<file path="config.mk">
export PLATFORM = sky130hd
export DESIGN_NAME = lcd_power_sequencer
export DESIGN_NICKNAME = d
export VERILOG_FILES = /design/src/rtl/lcd_power_sequencer.sv
export SDC_FILE = /design/constraint.sdc
export NUM_CORES = 1
export LEC_CHECK = 0
export CAP_MARGIN = 20
export CORE_AREA = 2 2 107 67
export CTS_CLUSTER_SIZE = 20
export DETAILED_ROUTE_END_ITERATION = 10
export DIE_AREA = 0 0 109 69
export GPL_TIMING_DRIVEN = 0
export HOLD_SLACK_MARGIN = 0.02
export MAX_ROUTING_LAYER = met4
export PLACE_DENSITY = 0.55
export RECOVER_POWER = 25
export SLEW_MARGIN = 10
export SYNTH_ARGS = -nofsm -noshare
export SYNTH_HDL_FRONTEND = slang
export SYNTH_SLANG_ARGS = --single-unit
</file>
<file path="constraint.sdc">
create_clock -name iCLK -period 5.9 [get_ports iCLK]
set_clock_uncertainty 0.05 [all_clocks]
set_input_delay 1.18 -clock iCLK [delete_from_list [all_inputs] [get_ports iCLK]]
set_output_delay 1.18 -clock iCLK [all_outputs]
set_load 0.02 [all_outputs]
</file>
<file path="src/rtl/lcd_power_sequencer.sv">
// LCD panel power sequencer: supply, NCLK gate, global reset and backlight
// are switched in a fixed, timed order; the host owns the panel reset in READY.
// Optional power-good fault handling is enabled by defining LCD_SEQ_FAULT_EN.
module lcd_power_sequencer #(
  parameter int unsigned      CNT_W = 20,
  parameter logic [CNT_W-1:0] T_PWR = 20'd100000,
  parameter logic [CNT_W-1:0] T_CLK = 20'd1000,
  parameter logic [CNT_W-1:0] T_RST = 20'd500,
  parameter logic [CNT_W-1:0] T_BL  = 20'd200
) (
  input  logic       iCLK,
  input  logic       iRST_n,
  input  logic       iENABLE,
  input  logic       iHC_GREST_n,
`ifdef LCD_SEQ_FAULT_EN
  input  logic       iPG,
`endif
  output logic       oPWR_EN,
  output logic       oNCLK_EN,
  output logic       oGREST_n,
  output logic       oBL_EN,
  output logic       oREADY,
  output logic       oFAULT,
  output logic [3:0] oSTATE
);

  typedef enum logic [3:0] {
    S_OFF        = 4'd0,
    S_PWR_UP     = 4'd1,
    S_CLK_ON     = 4'd2,
    S_RST_REL    = 4'd3,
    S_READY      = 4'd4,
    S_BL_OFF     = 4'd5,
    S_RST_ASSERT = 4'd6,
    S_CLK_OFF    = 4'd7,
    S_PWR_DN     = 4'd8,
    S_FAULT      = 4'd9
  } state_t;

  // Last counter value of each dwell; a zero dwell behaves like one cycle.
  localparam logic [CNT_W-1:0] L_PWR = (T_PWR == '0) ? '0 : T_PWR - 1'b1;
  localparam logic [CNT_W-1:0] L_CLK = (T_CLK == '0) ? '0 : T_CLK - 1'b1;
  localparam logic [CNT_W-1:0] L_RST = (T_RST == '0) ? '0 : T_RST - 1'b1;
  localparam logic [CNT_W-1:0] L_BL  = (T_BL  == '0) ? '0 : T_BL  - 1'b1;

  state_t           state_q, state_d;
  logic [CNT_W-1:0] cnt_q, cnt_d;
  logic [CNT_W-1:0] last;
  logic             timed, expired, pg_ok;

`ifdef LCD_SEQ_FAULT_EN
  assign pg_ok = iPG;
`else
  assign pg_ok = 1'b1;
`endif

  // Dwell length of the current state; untimed states never expire.
  always_comb begin
    last  = '0;
    timed = 1'b1;
    case (state_q)
      S_PWR_UP, S_PWR_DN:     last = L_PWR;
      S_CLK_ON, S_CLK_OFF:    last = L_CLK;
      S_RST_REL, S_RST_ASSERT: last = L_RST;
      S_BL_OFF:               last = L_BL;
      default:                timed = 1'b0;
    endcase
  end

  assign expired = timed && (cnt_q == last);

  // Next-state: power-good fault beats abort, abort beats dwell expiry.
  always_comb begin
    state_d = state_q;
    case (state_q)
      S_OFF:        if (iENABLE) state_d = S_PWR_UP;
      S_PWR_UP: begin
        if (expired && !pg_ok) state_d = S_FAULT;
        else if (!iENABLE)     state_d = S_PWR_DN;
        else if (expired)      state_d = S_CLK_ON;
      end
      S_CLK_ON: begin
        if (!pg_ok)         state_d = S_FAULT;
        else if (!iENABLE)  state_d = S_CLK_OFF;
        else if (expired)   state_d = S_RST_REL;
      end
      S_RST_REL: begin
        if (!pg_ok)         state_d = S_FAULT;
        else if (!iENABLE)  state_d = S_RST_ASSERT;
        else if (expired)   state_d = S_READY;
      end
      S_READY: begin
        if (!pg_ok)         state_d = S_FAULT;
        else if (!iENABLE)  state_d = S_BL_OFF;
      end
      S_BL_OFF: begin
        if (!pg_ok)         state_d = S_FAULT;
        else if (expired)   state_d = S_RST_ASSERT;
      end
      S_RST_ASSERT: begin
        if (!pg_ok)         state_d = S_FAULT;
        else if (expired)   state_d = S_CLK_OFF;
      end
      S_CLK_OFF:    if (expired) state_d = S_PWR_DN;
      S_PWR_DN:     if (expired) state_d = S_OFF;
      S_FAULT:      if (!iENABLE) state_d = S_OFF;
      default:      state_d = S_OFF;
    endcase
  end

  // Dwell counter: clears on any state change, saturates at the last value.
  always_comb begin
    cnt_d = cnt_q;
    if (state_d != state_q)       cnt_d = '0;
    else if (timed && !expired)   cnt_d = cnt_q + 1'b1;
  end

  // State and counter registers.
  always_ff @(posedge iCLK or negedge iRST_n) begin
    if (!iRST_n) begin
      state_q <= S_OFF;
      cnt_q   <= '0;
    end else begin
      state_q <= state_d;
      cnt_q   <= cnt_d;
    end
  end

  // Moore output decode; only the READY reset follows the host directly.
  always_comb begin
    oPWR_EN  = 1'b0;
    oNCLK_EN = 1'b0;
    oGREST_n = 1'b0;
    oBL_EN   = 1'b0;
    oREADY   = 1'b0;
    oFAULT   = 1'b0;
    case (state_q)
      S_PWR_UP:     oPWR_EN = 1'b1;
      S_CLK_ON:     begin oPWR_EN = 1'b1; oNCLK_EN = 1'b1; end
      S_RST_REL:    begin oPWR_EN = 1'b1; oNCLK_EN = 1'b1; oGREST_n = 1'b1; end
      S_READY: begin
        oPWR_EN  = 1'b1;
        oNCLK_EN = 1'b1;
        oGREST_n = iHC_GREST_n;
        oBL_EN   = 1'b1;
        oREADY   = 1'b1;
      end
      S_BL_OFF:     begin oPWR_EN = 1'b1; oNCLK_EN = 1'b1; oGREST_n = 1'b1; end
      S_RST_ASSERT: begin oPWR_EN = 1'b1; oNCLK_EN = 1'b1; end
      S_CLK_OFF:    oPWR_EN = 1'b1;
`ifdef LCD_SEQ_FAULT_EN
      S_FAULT:      oFAULT = 1'b1;
`endif
      default: ;
    endcase
  end

  assign oSTATE = state_q;

endmodule

</file>
==> results of run 1 <==
[through the flow]
stage                     cell area, µm²  instances  util, %  hold slack, ns
after floorplan                     1910        227        -           0.440
after global placement              2140        326     32.8           0.474
after detailed placement            2150        327     33.0           0.478
after CTS                           2200        330     33.6           0.492
after global routing                2180        330     33.4           0.532
final                               2180        330     33.4           0.490
[area by class of cell]
| type | count | area (µm²) |
|---|---|---|
| fillers | 677 | 4350 |
| multi-input cells | 176 | 1150 |
| flip-flops and latches | 24 | 601 |
| plain buffers | 19 | 126 |
| repair buffers | 13 | 124 |
| well taps | 87 | 109 |
| clock buffers | 3 | 41.3 |
| inverters | 8 | 30.0 |
[flip-flops by register name, summed over array words and instances (netlist names)]
register and cells:
cnt_q 20, oSTATE 4
[worst max-delay path by stage]
stage / slack [ns] / startpoint / end / cells past startpoint
after CTS: 2.10 / iHC_GREST_n / oGREST_n / 5
final: 2.10 / iHC_GREST_n / oGREST_n / 5
after global placement: 2.10 / iHC_GREST_n / oGREST_n / 5
after detailed placement: 2.10 / iHC_GREST_n / oGREST_n / 5
after floorplan: 2.89 / oSTATE[0] / oREADY / 5
after global routing: 2.03 / oSTATE[0] / oGREST_n / 7
[cell families after synthesis]
kind of cell    Yosys count  share of synthesized area, %
simple gates            106                          31.4
compound gates           54                          21.3
buf+inv                  27                          8.19
flops                    24                          31.4
xor+xnor                  8                          3.67
mux                       6                          3.21
fa+ha+maj                 1                         0.655
other cells               1                         0.196
[synthesized netlist by cell type, types with 2 or more instances]
cell and number:
or3_1 7, buf_2 5, and3_1 3, nor2_1 23
a211o_1 2, buf_6 4, a21oi_1 13, and2_1 2
nand3_1 9, nand4_1 5, mux2i_1 5, o21ai_0 13
nand2_1 15, buf_4 5, nor3_2 3, clkbuf_1 4
and4_1 2, xnor2_1 4, nor2b_1 6, or4_1 3
dfrtp_1 24, o21ai_2 2, xor2_1 4, o211ai_1 3
inv_1 8, nor3_1 13, nor4_1 3, o41ai_1 2
a211oi_1 3, nand2b_1 2
[critical path, delay by kind of cell]
family,cells,cell delay (ns)
simple gates,2,0.19
compound gates,1,0.14
buf+inv,2,1.06
[routing by layer]
layer	up-vias	share of wire (%)
met5	-	0
met2	42	37
met4	0	0.29
met1	849	57
met3	2	5.2
li1	863	-
[power by group]
group | internal, µW | switching, µW
clock network | 45.7 | 52.5
registers | 183 | 22.7
logic | 186 | 288
==> impl_metrics.tcl, run 1 <==
set metrics [dict create \
    start_kind "input pin" \
    area_growth_pct 14.3 \
    start_util_pct 29.2 \
    path_cells "clkdlybuf4s50_1 > nand2_1 > o22ai_1 > nor2b_1 > clkdlybuf4s50_1" \
    cp_data_required_time_ns 4.67 \
    met1_usage_pct 24.0 \
    power_density_mw_per_mm2 356 \
    rsz0062_at_grt "false" \
    vias 1756 \
    cts_tree "built" \
    die_area_mm2 0.00752 \
    synthFlopType "dfrtp_1" \
    critPathKind "input pin to output pin" \
    fmax_ghz 0.263 \
    whs_path_depth 1 \
    r2r_cells 9 \
    p_leak_uw 0.000798 \
    ant_nets 0 \
    clk_path_buf_depth 2 \
    syn_area_per_cell_um2 8.42 \
    worst_path_max_delay_cell "clkdlybuf4s50_1" \
    die_h_um 69 \
    crit_top_cell "clkdlybuf4s50_1" \
    finalPower_uw 778 \
    drc_errors 0 \
    drt_first_pass_iters 5 \
    synth_top_area_share_pct 31.4 \
    endpoint_kind "output pin" \
    finalSetupTns_ns 0 \
    die-width_um 109 \
    use_met2_pct 15.3 \
    max_cap_viol_count 0 \
    period_share_pct 64.4 \
    netlist_area_mm2 0.00191 \
    core_mm2 0.00653 \
    hold_buffers 0 \
    r2r_start "oSTATE[3]" \
    cp_max_fo 1 \
    htree_levels 1 \
    n_antenna_cell 0 \
    wl_mm 4.83 \
    gr-max-usage-layer "met1" \
    cts_setup_buffers 0 \
    final_common_cell "dfrtp_1" \
    via_per_inst 5.32 \
    ys_seq_elements 24 \
    grt_pass1_vias 1465 \
    globalRoute.totalOverflow 0 \
    row_count 23 \
    port_buffers 12 \
    synth.area.top_cells "dfrtp_1 (31%), nor2_1 (4.5%), a21oi_1 (3.4%)" \
    hold_end "cnt_q[0]" \
    drtIter0Drc 136 \
    r2r_end "cnt_q[12]" \
    drv_slew 0 \
    antenna_found_initial 0 \
    grt_first_pass_wirelength_mm 7.96 \
    peakVddDrop_mv 0.131 \
    synth_top_area_cell "dfrtp_1" \
    min_period_ns 3.80 \
    final_nets 250 \
    final_layout_size_suffix_gt1_share_pct 13.6 \
    status "finished, final reports clean" \
    reg2reg_slack_ns 3.12 \
    tightest_slew_ns 0.961 \
    synth_fp_nets 232 \
    cts.sinks 24 \
    cts-resized-gates 0 \
    grt_use_met3_pct 3.03 \
    async_flop_share_pct 100 \
    finalHoldViolations 0 \
    clk_latency_ns 0.27 \
    yosysWarnings 0 \
    holdCritStartpoint "cnt_q[0]" \
    setup_slack_ns 2.10 \
    synth_edf_count 0 \
    netlist_instances 227 \
    clk_root_buffer_cell "clkbuf_8" \
    place_congestion 0.834 \
    crit_arrival_ns 2.57 \
    synth_cell_types 60 \
    grt_max_degree 17 \
    grt_usage_pct 13.7 \
    slew_headroom_pct 35.9 \
    dpl.hpwl_mm 3.70 \
    pre_cts_ws_ns 2.10 \
    synth_seq_area_share_pct 31.4 \
    setup_viol_count_final 0 \
    wl_per_cell_um 14.6 \
    hold_path_class "flop to flop" \
    cts_buffers 3 \
    clk_pin_slew_worst_paths_ns 0.08 \
    num_io_pins 14 \
    layout_common_cells "dfrtp_1 (24), nor2_1 (23), nand2_1 (15)" \
    max_stage_delay_ns 0.61 \
]
No activity file was read; power rests on OpenSTA's default activity.
==> inputs of run 2 (changes only) <==
clock period = 3.8 ns   (was 5.9 ns; I/O delays follow)
==> results of run 2 <==
Same layout as run 1 (identical final DEF). Status: finished, final reports clean.
Main changes from that run: setup slack after placement 2.10 ns -> 0.843 ns; clock-pin slew on the worst setup and hold paths 0.08 ns -> 0.09 ns; setup slack after layout 2.10 ns -> 0.515 ns; start point of the critical path iHC_GREST_n -> oSTATE[0]; register-to-register setup slack 3.12 ns -> 1.02 ns; total power 778 µW -> 1210 µW; worst IR drop on VDD 0.131 mV -> 0.204 mV
==> RTL change 1: new RTL, settings of run 1 <==
Reset style: synchronous (`iRST_n`), changed in one clocked block.
--- a/src/rtl/lcd_power_sequencer.sv
+++ b/src/rtl/lcd_power_sequencer.sv
@@ -116,7 +116,7 @@
   end
 
   // State and counter registers.
-  always_ff @(posedge iCLK or negedge iRST_n) begin
+  always_ff @(posedge iCLK) begin
     if (!iRST_n) begin
       state_q <= S_OFF;
       cnt_q   <= '0;
Function: differs if iRST_n is asserted again (counterexample within 4 cycles, from zero or initial values and one cycle with iRST_n low); with iRST_n held inactive, the same outputs for 10 cycles.
==> RTL change 1 against run 1 <==
First-iteration DRC count is 35% lower; synthesized cell count down 7.5%; wire length fell by 11%; design area decreased by 12%; area after synthesis decreased by 13%; sequential cell count stayed put; setup slack worse by 0.050 ns; register-to-register slack got worse by 0.17 ns; critical path type is now reg2out; critical endpoint unchanged; highest routed layer unchanged.
Power is not compared: it rests on default switching activity, and its combinational part moved more than twofold at a synthesized area within 25%.
==> RTL change 1: results (changes against run 1) <==
Setup path
  – Worst-path fanout max: 10 (+9)
  – Reg2reg end: oSTATE[3]
  – Slowest CP cell: clkdlybuf4s50_1
  – R2r setup slk: 2.95 ns (-0.17 ns)
  – Crit path max-delay family: buffers and inverters
  – Crit path arrival time: 2.62 ns (+0.05 ns)
  – FF-to-FF path depth: 8 (-1)
  – Reg2reg start: oSTATE[1]

Logic synthesis
  – Main synth FF type: dfxtp_1
  – Mux contribution to synthesized area: 0.0151 (-0.0170)
  – Synth Area in Adders: 0.00756 (+0.00102)
  – Syn Nets: 215 (-7.3%)
  – Register area share after synthesis: 0.290 (-0.0239)
  – Top cells by count, synth: dfxtp_1, nor2_1, nand2_1
  – Top post-synthesis cells by area: dfxtp_1, xor2_1, nor2_1
  – Synth Area in XOR/XNOR: 0.101 (+0.0639)
  – Yosys cell types: 53 (-12%)
  – Asr flop ratio synth: 0 (-1.00)
  – Synth Area in Compound Gates: 0.151 (-0.0615)

Route
  – Drt first-iter violations: 88 (-35%)
  – Via Count: 1543 (-12%)
  – Total wire length: 4270 um (-11%)
  – DRT Pass-1 Iters: 4 (-1)

Global route
  – Overall routing resource usage: 0.125 (-0.0122)
  – Number of global-route vias before repair: 1411 (-3.7%)
  – Pin count of the biggest net entering global routing: 14 (-3)
  – First-pass GRT wire length: 7250 um (-8.9%)

Timing
  – Worst slew margin: 0.609 (+0.250)
  – Fmax: 0.260 GHz (-1.3%)
  – WHS: 0.431 ns (-0.0588 ns)

Min path
  – WHS Path Cells: 2 (+1)
  – Endpoint, Worst Hold: cnt_q[1]
  – Hold path start: cnt_q[1]

CTS
  – Root Driver: clkbuf_8

Place
  – Final HPWL DP: 3190 um (-14%)
  – Placed instance area: 0.00188 mm^2 (-13%)
  – DP Worst Slack: 2.21 ns (+0.107 ns)
  – Final Wtd Congestion: 0.886 (+6.3%)

Layout
  – Filler instances: 690 (+1.9%)
  – Final nets: 232 (-7.2%)
  – Share of post-route cells with drive strength above 1: 0.102 (-0.0340)
  – # diodes: 0 (unchanged)

Outcome
  – Status: finished clean

Power
  – Worst VDD drop: roughly 82 uV
RTL change 1: worst max-delay path by stage:
stage / startpoint / endpoint
floorplan: oSTATE[3] / oREADY
global placement: iHC_GREST_n / oGREST_n
detailed placement: iHC_GREST_n / oGREST_n
CTS: iHC_GREST_n / oGREST_n
global route: oSTATE[1] / oGREST_n
finish: oSTATE[1] / oGREST_n
RTL change 1: kinds of logic (layout without fill, tap and decap cells):
family | after synthesis | in the layout
muxes | 2 | 2
DFF | 24 | 24
other | 1 | 1
xor gates and xnor gates | 19 | 19
adders and majority gates | 1 | 1
AOI/OAI and AO/OA | 33 | 33
buffers and inverters | 20 | 36
and+or+nand+nor | 110 | 110
RTL change 1: layer usage:
metal / global-route usage / routed length (um)
met2: 0.155 / 1620
met3: 0.0378 / 354
met5: - / 0
met4: 0.0171 / 6
met1: 0.195 / 2290
RTL change 1: worst min-delay path: cells and delay by family, from the launching register on:
kind	cells	cell delay, ns
DFF	1	0.33
and+or+nand+nor	1	0.06
AOI/OAI and AO/OA	1	0.05
RTL change 1: layout make-up:
type	count	share of cell area
Buffer	19	0.0514
Multi-Input combinational cell	166	0.549
Timing Repair Buffer	12	0.0625
Tap cell	87	0.0566
Sequential cell	24	0.250
Clock buffer	4	0.0286
Inverter	1	0.00195
RTL change 1: stage by stage:
step / cells / utilization / power, mW
global route: 313 / 0.294 / 0.356
global placement: 309 / 0.288 / 0.226
finish: 313 / 0.294 / 0.340
CTS: 313 / 0.297 / 0.344
detailed placement: 309 / 0.288 / 0.226
floorplan: 210 / - / 0.209
RTL change 1: power breakdown:
part           internal [mW]  total [mW]  switching [mW]
clock                 0.0597       0.117          0.0577
sequential             0.164       0.166         0.00195
combinational         0.0228      0.0564          0.0337
==> RTL change 2: new RTL, settings of run 1 <==
Made on the original files. Set the parameter `CNT_W` to 18 (it was 20).
--- a/src/rtl/lcd_power_sequencer.sv
+++ b/src/rtl/lcd_power_sequencer.sv
@@ -2,7 +2,7 @@
 // are switched in a fixed, timed order; the host owns the panel reset in READY.
 // Optional power-good fault handling is enabled by defining LCD_SEQ_FAULT_EN.
 module lcd_power_sequencer #(
-  parameter int unsigned      CNT_W = 20,
+  parameter int unsigned      CNT_W = 18,
   parameter logic [CNT_W-1:0] T_PWR = 20'd100000,
   parameter logic [CNT_W-1:0] T_CLK = 20'd1000,
   parameter logic [CNT_W-1:0] T_RST = 20'd500,
Formal check against the unedited RTL: same outputs for any inputs over 10 cycles, from zero or initial values and one cycle with iRST_n low; that may be too few to reach the edited logic, so the function may still have changed.
==> RTL change 2 against run 1 <==
Area after synthesis down 10%; clock power up 51%; sequential cell count down 2; wire length decreased by 6.6%; power decreased by 15%; combinational power down 29%; setup slack improved by 0.0076 ns; design area fell by 7.9%; first-iteration DRC count down 4.4%; critical path type unchanged; critical endpoint unchanged; largest power group unchanged.
==> RTL change 2: results (changes against run 1) <==
Power
  – Leakage power: 0.769 nW (-3.6%)
  – Worst VDD drop: 149 uV (+13%)

Place
  – DP Worst Slack: 2.10 ns (+0.000200 ns)
  – Final Wtd Congestion: 0.811 (-2.8%)
  – Placed cell count: 304 (-7.0%)

Layout
  – Count of multi-input gates: 161 (-8.5%)
  – Share of post-route cells with drive strength above 1: 0.122 (-0.0136)
  – NonClk Buf Share: 0.0958 (-0.0188)
  – Seq/total area: 0.274 (-0.00128)
  – Final nets: 227 (-9.2%)
  – FF+latch area: 551 um^2 (-8.3%)
  – Final Non-Filler Cells: 308 (-6.7%)
  – Non-clk bufs: 27 (-16%)
  – Filler instances: 673 (-0.59%)
  – Max reg flops: 18 (-10%)

Outcome
  – Status: finished clean

Global route
  – Number of global-route vias before repair: 1389 (-5.2%)
  – First-pass GRT wire length: 7550 um (-5.1%)
  – Pin count of the biggest net entering global routing: 23 (+6)
  – Overall routing resource usage: 0.131 (-0.00548)

Timing
  – WHS: 0.511 ns (+0.0213 ns)

Route
  – Total wire length: 4510 um (-6.6%)
  – Drt via density: 5.18 (-2.6%)

Logic synthesis
  – Register area share after synthesis: 0.320 (+0.00612)
  – Top cells by count, synth: dfrtp_1, nor2_1, o21ai_0

Min path
  – Hold path start: cnt_q[7]
  – Endpoint, Worst Hold: cnt_q[7]
  – WHS Path Cells: 2 (+1)

Setup path
  – Crit path arrival time: 2.56 ns (about the same)
-- RTL change 2: logic make-up after synthesis --
kind of cell | share of synthesized area
AND/OR/NAND/NOR | 0.296
AO/OA/AOI/OAI | 0.244
flip-flops | 0.320
buffers and inverters | 0.0612
XOR/XNOR | 0.0561
multiplexers | 0.0124
adder cells (fa/ha/maj) | 0.00728
other | 0.00218
-- RTL change 2: worst max-delay path, cell delays in order --
cell,delay [ns]
clkdlybuf4s50_1,0.45
o21ai_0,0.07
nor2_1,0.11
a21oi_1,0.05
nor2_1,0.10
clkdlybuf4s50_1,0.61
-- RTL change 2: report_power, final --
group | switching [mW] | total (mW) | internal (mW)
Clock | 0.0569 | 0.148 | 0.0908
Combinational | 0.213 | 0.336 | 0.122
Sequential | 0.0152 | 0.180 | 0.165
Total | 0.285 | 0.663 | 0.378
-- RTL change 2: per-layer routing --
layer	wire (um)	global-route usage	up-vias
met2	1710	0.153	43
met3	293	0.0255	2
met1	2480	0.225	764
met4	20	0.0171	0
met5	0	-	-
li1	-	-	787
